File: config.mk
export PLATFORM = sky130hd
export DESIGN_NAME = smvm_result_collector_flat
export DESIGN_NICKNAME = d
export VERILOG_FILES = /design/src/rtl/smvm_result_collector_if.sv /design/src/rtl/smvm_result_collector.sv /design/src/flat_wrapper.sv
export SDC_FILE = /design/constraint.sdc
export NUM_CORES = 1
export LEC_CHECK = 0
export BUFFER_PORTS_ARGS = -buffer_cell sky130_fd_sc_hd__buf_2
export CAP_MARGIN = 25
export CORE_MARGIN = 1
export CORE_UTILIZATION = 60
export CTS_BUF_LIST = sky130_fd_sc_hd__clkbuf_8
export CTS_CLUSTER_SIZE = 24
export DETAILED_ROUTE_END_ITERATION = 6
export GPL_TIMING_DRIVEN = 0
export MAX_ROUTING_LAYER = met4
export PLACE_DENSITY = 0.79
export SLEW_MARGIN = 20
export SYNTH_ARGS = -nofsm -noshare
export SYNTH_HDL_FRONTEND = slang
export SYNTH_SLANG_ARGS = --single-unit
File: constraint.sdc
create_clock -name clk -period 5.6 [get_ports clk]
set_input_delay 0.84 -clock clk [delete_from_list [all_inputs] [get_ports clk]]
set_output_delay 0.84 -clock clk [all_outputs]
set_load 0.01 [all_outputs]
File: src/rtl/smvm_result_collector_if.sv
// Handshake bundle between the SMVM half-word stream, the result collector
// and the downstream consumer of saturated results.
interface smvm_result_collector_if #(
    parameter int SAT_W = 16
) ();
    logic             start;
    logic [7:0]       row_total;
    logic             in_valid;
    logic [13:0]      data_in;
    logic             out_ready;
    logic             out_valid;
    logic [SAT_W-1:0] out_data;
    logic             out_last;
    logic             out_sat;
    logic             overflow;
    logic             done;

    modport master (
        output start, row_total, in_valid, data_in, out_ready,
        input  out_valid, out_data, out_last, out_sat, overflow, done
    );

    modport slave (
        input  start, row_total, in_valid, data_in, out_ready,
        output out_valid, out_data, out_last, out_sat, overflow, done
    );
endinterface

File: src/rtl/smvm_result_collector.sv
// Reassembles 28-bit SMVM results from half-words, saturates them to SAT_W
// bits and queues them in a small FIFO with per-frame last/done signalling.
module smvm_result_collector #(
    parameter int FIFO_DEPTH = 8,
    parameter int SAT_W      = 16
) (
    input logic                    clk,
    input logic                    rst,
    smvm_result_collector_if.slave bus
);
    localparam int AW = $clog2(FIFO_DEPTH);
    localparam logic signed [27:0] SMAX = 28'((29'sd1 <<< (SAT_W - 1)) - 29'sd1);
    localparam logic signed [27:0] SMIN = ~SMAX;

    typedef enum logic [1:0] {IDLE, HI, LO, DRAIN} state_e;

    state_e           state_q;
    logic [7:0]       total_q, rows_q;
    logic [13:0]      hi_q;
    logic             done_q, ovf_q;
    logic [AW-1:0]    wr_q, rd_q;
    logic [AW:0]      cnt_q, cnt_d;
    logic [SAT_W+1:0] mem [FIFO_DEPTH];

    logic signed [27:0] word;
    logic [SAT_W-1:0]   sat_val;
    logic               clip;
    logic [7:0]         rows_nxt;
    logic               is_last, push_req, push_ok, pop, full, empty;
    logic [SAT_W+1:0]   head;

    assign word     = {hi_q, bus.data_in};
    assign rows_nxt = rows_q + 8'd1;
    assign is_last  = (rows_nxt == total_q);
    assign empty    = (cnt_q == '0);
    assign full     = (cnt_q == (AW+1)'(FIFO_DEPTH));
    assign pop      = !empty && bus.out_ready;
    assign push_req = (state_q == LO) && bus.in_valid;
    // pop is already false when empty, so a push into an empty FIFO just becomes head
    assign push_ok  = push_req && (!full || pop);

    always_comb begin
        clip    = 1'b0;
        sat_val = word[SAT_W-1:0];
        if (word > SMAX) begin
            clip    = 1'b1;
            sat_val = SMAX[SAT_W-1:0];
        end else if (word < SMIN) begin
            clip    = 1'b1;
            sat_val = SMIN[SAT_W-1:0];
        end
    end

    always_comb begin
        cnt_d = cnt_q;
        case ({push_ok, pop})
            2'b10:   cnt_d = cnt_q + 1'b1;
            2'b01:   cnt_d = cnt_q - 1'b1;
            default: cnt_d = cnt_q;
        endcase
    end

    always_ff @(posedge clk or posedge rst) begin
        if (rst) begin
            state_q <= IDLE;
            total_q <= '0;
            rows_q  <= '0;
            hi_q    <= '0;
            done_q  <= 1'b0;
            ovf_q   <= 1'b0;
            wr_q    <= '0;
            rd_q    <= '0;
            cnt_q   <= '0;
        end else begin
            done_q <= 1'b0;
            cnt_q  <= cnt_d;
            if (push_ok) wr_q <= wr_q + 1'b1;
            if (pop)     rd_q <= rd_q + 1'b1;
            if (push_req && !push_ok) ovf_q <= 1'b1;
            case (state_q)
                IDLE: if (bus.start) begin
                    total_q <= bus.row_total;
                    rows_q  <= '0;
                    state_q <= (bus.row_total == 8'd0) ? DRAIN : HI;
                end
                HI: if (bus.in_valid) begin
                    hi_q    <= bus.data_in;
                    state_q <= LO;
                end
                // row count advances whether or not the push was accepted
                LO: if (bus.in_valid) begin
                    rows_q  <= rows_nxt;
                    state_q <= is_last ? DRAIN : HI;
                end
                DRAIN: if (empty) begin
                    done_q  <= 1'b1;
                    state_q <= IDLE;
                end
                default: state_q <= IDLE;
            endcase
        end
    end

    always_ff @(posedge clk) begin
        if (push_ok) mem[wr_q] <= {clip, is_last, sat_val};
    end

    // head fields are gated so every output reads 0 while the FIFO is empty or in reset
    assign head          = mem[rd_q];
    assign bus.out_valid = !empty;
    assign bus.out_data  = empty ? '0   : head[SAT_W-1:0];
    assign bus.out_last  = empty ? 1'b0 : head[SAT_W];
    assign bus.out_sat   = empty ? 1'b0 : head[SAT_W+1];
    assign bus.overflow  = ovf_q;
    assign bus.done      = done_q;
endmodule

File: src/flat_wrapper.sv
// flat-port wrapper written by rule: the top's interface ports become plain ports
module smvm_result_collector_flat 
#(
    parameter int FIFO_DEPTH = 8,
    parameter int SAT_W      = 16
)
  (clk, rst, bus_start, bus_row_total, bus_in_valid, bus_data_in, bus_out_ready, bus_out_valid, bus_out_data, bus_out_last, bus_out_sat, bus_overflow, bus_done);
  smvm_result_collector_if #(.SAT_W(SAT_W)) bus_i ();
  input logic clk;
  input logic rst;
  input wire logic [$bits(bus_i.start)-1:0] bus_start;
  input wire logic [$bits(bus_i.row_total)-1:0] bus_row_total;
  input wire logic [$bits(bus_i.in_valid)-1:0] bus_in_valid;
  input wire logic [$bits(bus_i.data_in)-1:0] bus_data_in;
  input wire logic [$bits(bus_i.out_ready)-1:0] bus_out_ready;
  output wire logic [$bits(bus_i.out_valid)-1:0] bus_out_valid;
  output wire logic [$bits(bus_i.out_data)-1:0] bus_out_data;
  output wire logic [$bits(bus_i.out_last)-1:0] bus_out_last;
  output wire logic [$bits(bus_i.out_sat)-1:0] bus_out_sat;
  output wire logic [$bits(bus_i.overflow)-1:0] bus_overflow;
  output wire logic [$bits(bus_i.done)-1:0] bus_done;
  assign bus_i.start = bus_start;
  assign bus_i.row_total = bus_row_total;
  assign bus_i.in_valid = bus_in_valid;
  assign bus_i.data_in = bus_data_in;
  assign bus_i.out_ready = bus_out_ready;
  assign bus_out_valid = bus_i.out_valid;
  assign bus_out_data = bus_i.out_data;
  assign bus_out_last = bus_i.out_last;
  assign bus_out_sat = bus_i.out_sat;
  assign bus_overflow = bus_i.overflow;
  assign bus_done = bus_i.done;
  smvm_result_collector #(.FIFO_DEPTH(FIFO_DEPTH), .SAT_W(SAT_W)) u_core (.clk(clk), .rst(rst), .bus(bus_i));
endmodule
# Word level (Yosys, flattened, before mapping)
# Memories as Yosys holds them, arrays and structs flattened.
# Index checks and enable logic that the tools add are counted.
[totals]
mem_count = 1
register_bits = 44
elab_cells = 67
output_inout_bits = 21
input_bits = 27
ramBits = 144
[memory_table]
columns = ["name", "depth", "word_bits", "read_ports", "rd_ports_with_merged_regs", "write_ports", "line_no", "source"]
rows = [
  ["u_core.mem", 8, 18, 1, 0, 1, "smvm_result_collector.sv:23", "logic [SAT_W+1:0] mem [FIFO_DEPTH];"],
]
[op_classes]
mux = 22
n_reduce_logical = 17
order_cmp = 2
add_sub_neg = 5
eq_ne = 11
[op_table]
columns = ["op", "n"]
rows = [
  ["$mux 16", 3],
  ["$gt 28x16->1 const B", 1],
  ["$lt 28x16->1 const B", 1],
  ["$mux 8", 2],
  ["$pmux 8 s2", 1],
  ["$mux 2", 6],
  ["$add 8x1->8 const B", 1],
  ["$eq 8x8->1", 1],
  ["$logic_not 8->1", 1],
  ["$mux 1", 8],
  ["$pmux 2 s4", 1],
  ["$pmux 4 s2", 1],
  ["$add 3x1->3 const B", 2],
  ["$eq 2x2->1 const B", 3],
  ["$ne 2x2->1 const B", 3],
  ["$add 4x1->4 const B", 1],
  ["$eq 2x1->1 const B", 2],
  ["$eq 4x4->1 const B", 1],
  ["$logic_and 1x1->1", 4],
  ["$logic_not 4->1", 1],
  ["$reduce_and 2->1", 2],
  ["$reduce_and 4->1", 1],
  ["$reduce_bool 2->1", 2],
  ["$sub 4x1->4 const B", 1],
  ["5 further kinds", 7],
]

# Depth between registers and ports, before layout
[logic_depth]
depth_word = 7
depth_mapped = 9
ltp_nobuf = 7

# Worst setup path before layout
# No wires, ideal clock.
[synth_timing]
path_type = "input to register"
start = "input bus_in_valid"
end = "memory u_core.mem[0][0] (netlist bit), enable pin"
arrival_ps = 2806
path_buffers = 1
required_ps = 5184
setup_ps = 416
setup_slack_ps = 2379
path_stages = 5
cell_sequence = "nand3b_1 > clkbuf_1 > a21oi_2 > nand2b_1 > nor3_1"
[synth_between]
elab_chain_len = 4
[synth_rtl]
columns = ["element", "line_no", "source"]
rows = [
  ["from (decl)", "flat_wrapper.sv:13", "input wire logic [$bits(bus_i.in_valid)-1:0] bus_in_valid;"],
  ["$logic_and 1x1->1", "smvm_result_collector.sv:38", "assign push_req = (state_q == LO) && bus.in_valid;"],
  ["$logic_and 1x1->1", "smvm_result_collector.sv:40", "assign push_ok = push_req && (!full || pop);"],
  ["$mux 1", "smvm_result_collector.sv:105", "if (push_ok) mem[wr_q] <= {clip, is_last, sat_val};"],
  ["$mux 1 (implied by the code)", "smvm_result_collector.sv:105", ""],
  ["to (decl)", "smvm_result_collector.sv:23", ""],
]
# No other way between the ends.

# Worst setup path in the final report
[layout_timing]
start = "register u_core.rd_q[1]"
end = "output bus_out_data[6]"
[layout_between]
elab_chain_len = 2
[layout_rtl]
columns = ["element", "line_no", "source"]
rows = [
  ["from (decl)", "smvm_result_collector.sv:21", "logic [AW-1:0] wr_q, rd_q;"],
  ["from (signal assigned)", "smvm_result_collector.sv:78", "if (pop) rd_q <= rd_q + 1'b1;"],
  ["$mem_v2 8x18", "--", ""],
  ["$mux 16", "smvm_result_collector.sv:111", "assign bus.out_data = empty ? '0 : head[SAT_W-1:0];"],
  ["to (decl)", "flat_wrapper.sv:17", "output wire logic [$bits(bus_i.out_data)-1:0] bus_out_data;"],
]
# No other way between the ends.

==> flow_metrics.env <==
export IMPL_fin_ws_ns=2.15
export IMPL_place_area_sq_um=8430
export IMPL_max_cap_violations=0
export IMPL_io_pins=48
export IMPL_slew_violations=0
export IMPL_cp_end_kind="output pin"
export IMPL_skew_ns=0.0134
export IMPL_fmax_mhz=290
export IMPL_tightestPinTransition_ns=0.795
export IMPL_syn_num_nets=478
export IMPL_vias_per_cell=5.99
export IMPL_cts_sinks=188
export IMPL_fin_crit_sh_pct=61.5
export IMPL_synth_flop_cell="edfxtp_1"
export IMPL_vias=4211
export IMPL_globalRoute_totalOverflow=0
export IMPL_antenna_found_initial=0
export IMPL_port_buffers=47
export IMPL_grt_pass1_vias=4244
export IMPL_clockRootBuffer="clkbuf_8"
export IMPL_fin_setup_tns_ns=0
export IMPL_critPathSlowestCell="buf_1"
export IMPL_cp_arrival_ns=2.61
export IMPL_drive_above_1_share_pct=31.5
export IMPL_cts_hold_buffers=0
export IMPL_synth_edf_count=144
export IMPL_gp_congestion=0.810
export IMPL_rsz0062_at_grt="no"
export IMPL_synth_async_sr_flop_share_pct=23.4
export IMPL_hold_violations=0
export IMPL_rows=41
export IMPL_cp_data_required_time_ns=4.76
export IMPL_preCtsSetupSlack_ns=2.46
export IMPL_dp_hpwl_mm=9.97
export IMPL_setup_violations=0
export IMPL_yosys_warnings=0
export IMPL_n_antenna_cell=0
export IMPL_synth_top_cell_by_area="edfxtp_1"
export IMPL_track_usage_pct=25.7
export IMPL_grt_max_degree=29
export IMPL_p_per_area_nw_per_um2=525
export IMPL_final_cell_area_sq_um=8870
export IMPL_synth_seq_cells=188
export IMPL_grt_pass1_wl_mm=23.5
export IMPL_ir_worst_vdd_mv=0.263
export IMPL_synth_distinct_cells=51
export IMPL_synth_seq_area_share_pct=69.1
export IMPL_drtIter0Drc=420
export IMPL_detail_route_first_pass_iterations=5
export IMPL_clk_pin_slew_ns=0.09
export IMPL_area_growth_pct=12.9
export IMPL_cts_resized=0
export IMPL_synth_area_top_cells="edfxtp_1, dfrtp_1, mux4_2, mux2i_1, mux2_2"
export IMPL_syn_area_sq_um=7860
export IMPL_netlist_instances=445
export IMPL_synth_top_cell_area_share_pct=55.0
export IMPL_yosysMostFrequentCell="edfxtp_1"
export IMPL_p_leak_nw=3.22
export IMPL_postCtsSetupBuffers=0
export IMPL_fin_crit_ns=3.45
export IMPL_routed_wl_mm=15.2
export IMPL_status="completed"
export IMPL_initial_core_util_pct=62.0
export IMPL_clk_path_buf_depth=2
export IMPL_dp_cells=671
export IMPL_ant_nets=0
export IMPL_maxSlewHeadroom_pct=46.6
export IMPL_die_area_sq_um=13600
export IMPL_hp_class="input pin to asynchronous set/reset pin"
export IMPL_netlist_top_cells_count="edfxtp_1, dfrtp_1, mux4_2"
export IMPL_die_w_um=116
export IMPL_crit_path_max_incr_delay_ns=0.65
export IMPL_criticalPathCategory="register to output pin"
export IMPL_fin_nets=551
export IMPL_path_max_fanout=10
export IMPL_dieHeight_um=116
export IMPL_cts_buffers=17
export IMPL_worstSkewPairLatency_ns=0.46
export IMPL_drc=0
export IMPL_routedWlPerCell_um=21.6
export IMPL_design_core_area_sq_um=12700
export IMPL_holdWs_ns=0.348
export IMPL_startpoint_type="register"
export IMPL_htree_levels=4
export IMPL_instances_no_fill=703
export IMPL_path_cells="clkbuf_2 > buf_1 > mux4_2 > mux2i_1 > nor2_1 > buf_2"
export IMPL_cts_tree="built"
export IMPL_avgSynthCellArea_sq_um=17.7
==> cell usage in the layout (no fill, tap or decap), types with 3 or more instances in the layout <==
| cell type | instances |
|---|---|
| a21o_1 | 3 |
| a21oi_1 | 5 |
| and3_1 | 3 |
| buf_1 | 3 |
| buf_2 | 54 |
| buf_4 | 7 |
| bufinv_16 | 5 |
| clkbuf_1 | 7 |
| clkbuf_8 | 17 |
| clkinv_2 | 3 |
| clkinvlp_4 | 3 |
| dfrtp_1 | 44 |
| edfxtp_1 | 144 |
| ha_1 | 5 |
| inv_1 | 8 |
| inv_2 | 3 |
| mux2_1 | 7 |
| mux2_2 | 17 |
| mux2i_1 | 21 |
| mux4_2 | 36 |
| nand2_1 | 8 |
| nand2b_1 | 3 |
| nand3_1 | 7 |
| nand4_1 | 5 |
| nor2_1 | 24 |
| nor2_2 | 4 |
| nor2_4 | 4 |
| nor3_1 | 3 |
| nor4_1 | 5 |
| o21a_1 | 15 |
| o21ai_0 | 3 |
| o21ai_1 | 5 |
| xnor2_1 | 12 |
| xor2_1 | 4 |
==> cell type report <==
cell class / instances / area [sq um]
flip-flops and latches: 188 / 5430
fillers: 845 / 3800
multi-input cells: 228 / 2350
repair buffers: 54 / 315
clock buffers: 17 / 234
well taps: 172 / 215
clock inverters: 15 / 205
plain buffers: 21 / 100
inverters: 8 / 30.0
==> where the power goes <==
group,internal [mW],switching [mW]
logic,0.742,0.902
registers,1.88,0.160
clock network,0.523,0.445
total,3.15,1.51
==> sequential cells by signal (all words and copies together), names as in the netlist <==
signal and count:
u_core.bus.done 1, u_core.rd_q 3, u_core.state_q 2, u_core.total_q 8, u_core.wr_q 3, u_core.bus.overflow 1, u_core.cnt_q 4, u_core.hi_q 14
u_core.mem 144, u_core.rows_q 8
==> cell families (layout without fill, tap and decap cells) <==
| group | Yosys count | in the layout | synth area share [%] |
|---|---|---|---|
| XOR/XNOR | 18 | 18 | 2.37 |
| flip-flops | 188 | 188 | 69.1 |
| AND/OR/NAND/NOR | 79 | 79 | 5.08 |
| adder cells (fa/ha/maj) | 6 | 6 | 1.05 |
| multiplexers | 82 | 82 | 16.6 |
| AO/OA/AOI/OAI | 43 | 43 | 4.16 |
| buffers and inverters | 29 | 115 | 1.66 |
==> stage by stage <==
stage	power [mW]	utilization, %
6_report	4.65	70.0
3_5_place_dp	3.72	66.5
4_1_cts	4.68	70.0
3_3_place_gp	3.62	65.6
5_1_grt	4.90	70.0
2_1_floorplan	3.21	-
==> routing by layer <==
layer | track usage (%) | routed length (um) | vias to the layer above
met4 | 8.89 | 187 | 0
li1 | - | - | 1893
met5 | - | 0 | -
met2 | 41.5 | 7850 | 140
met1 | 33.0 | 6470 | 2159
met3 | 4.98 | 676 | 19
==> final timing paths <==
path                                      from             endpoint  slack (ns)  cells past startpoint
hold reg to reg            u_core.bus.overflow  u_core.bus.overflow        0.49                      1
max in group asynchronous                  rst      u_core.hi_q[13]        4.77                      3
setup / recovery                u_core.rd_q[1]      bus_out_data[6]        2.15                      6
hold / removal                             rst      u_core.bus.done        0.35                      2
min in group clk           u_core.bus.overflow  u_core.bus.overflow        0.49                      1
setup reg to reg             u_core.state_q[0]     u_core.mem[0][1]        2.89                      6
==> worst max-delay path: cells and delay by family, from the launching register on <==
family                 cells  cell delay [ns]
buffers and inverters      3             1.14
flip-flops                 1             0.36
multiplexers               2             0.60
AND/OR/NAND/NOR            1             0.06
Note: power is estimated with default switching activity, not from simulation.
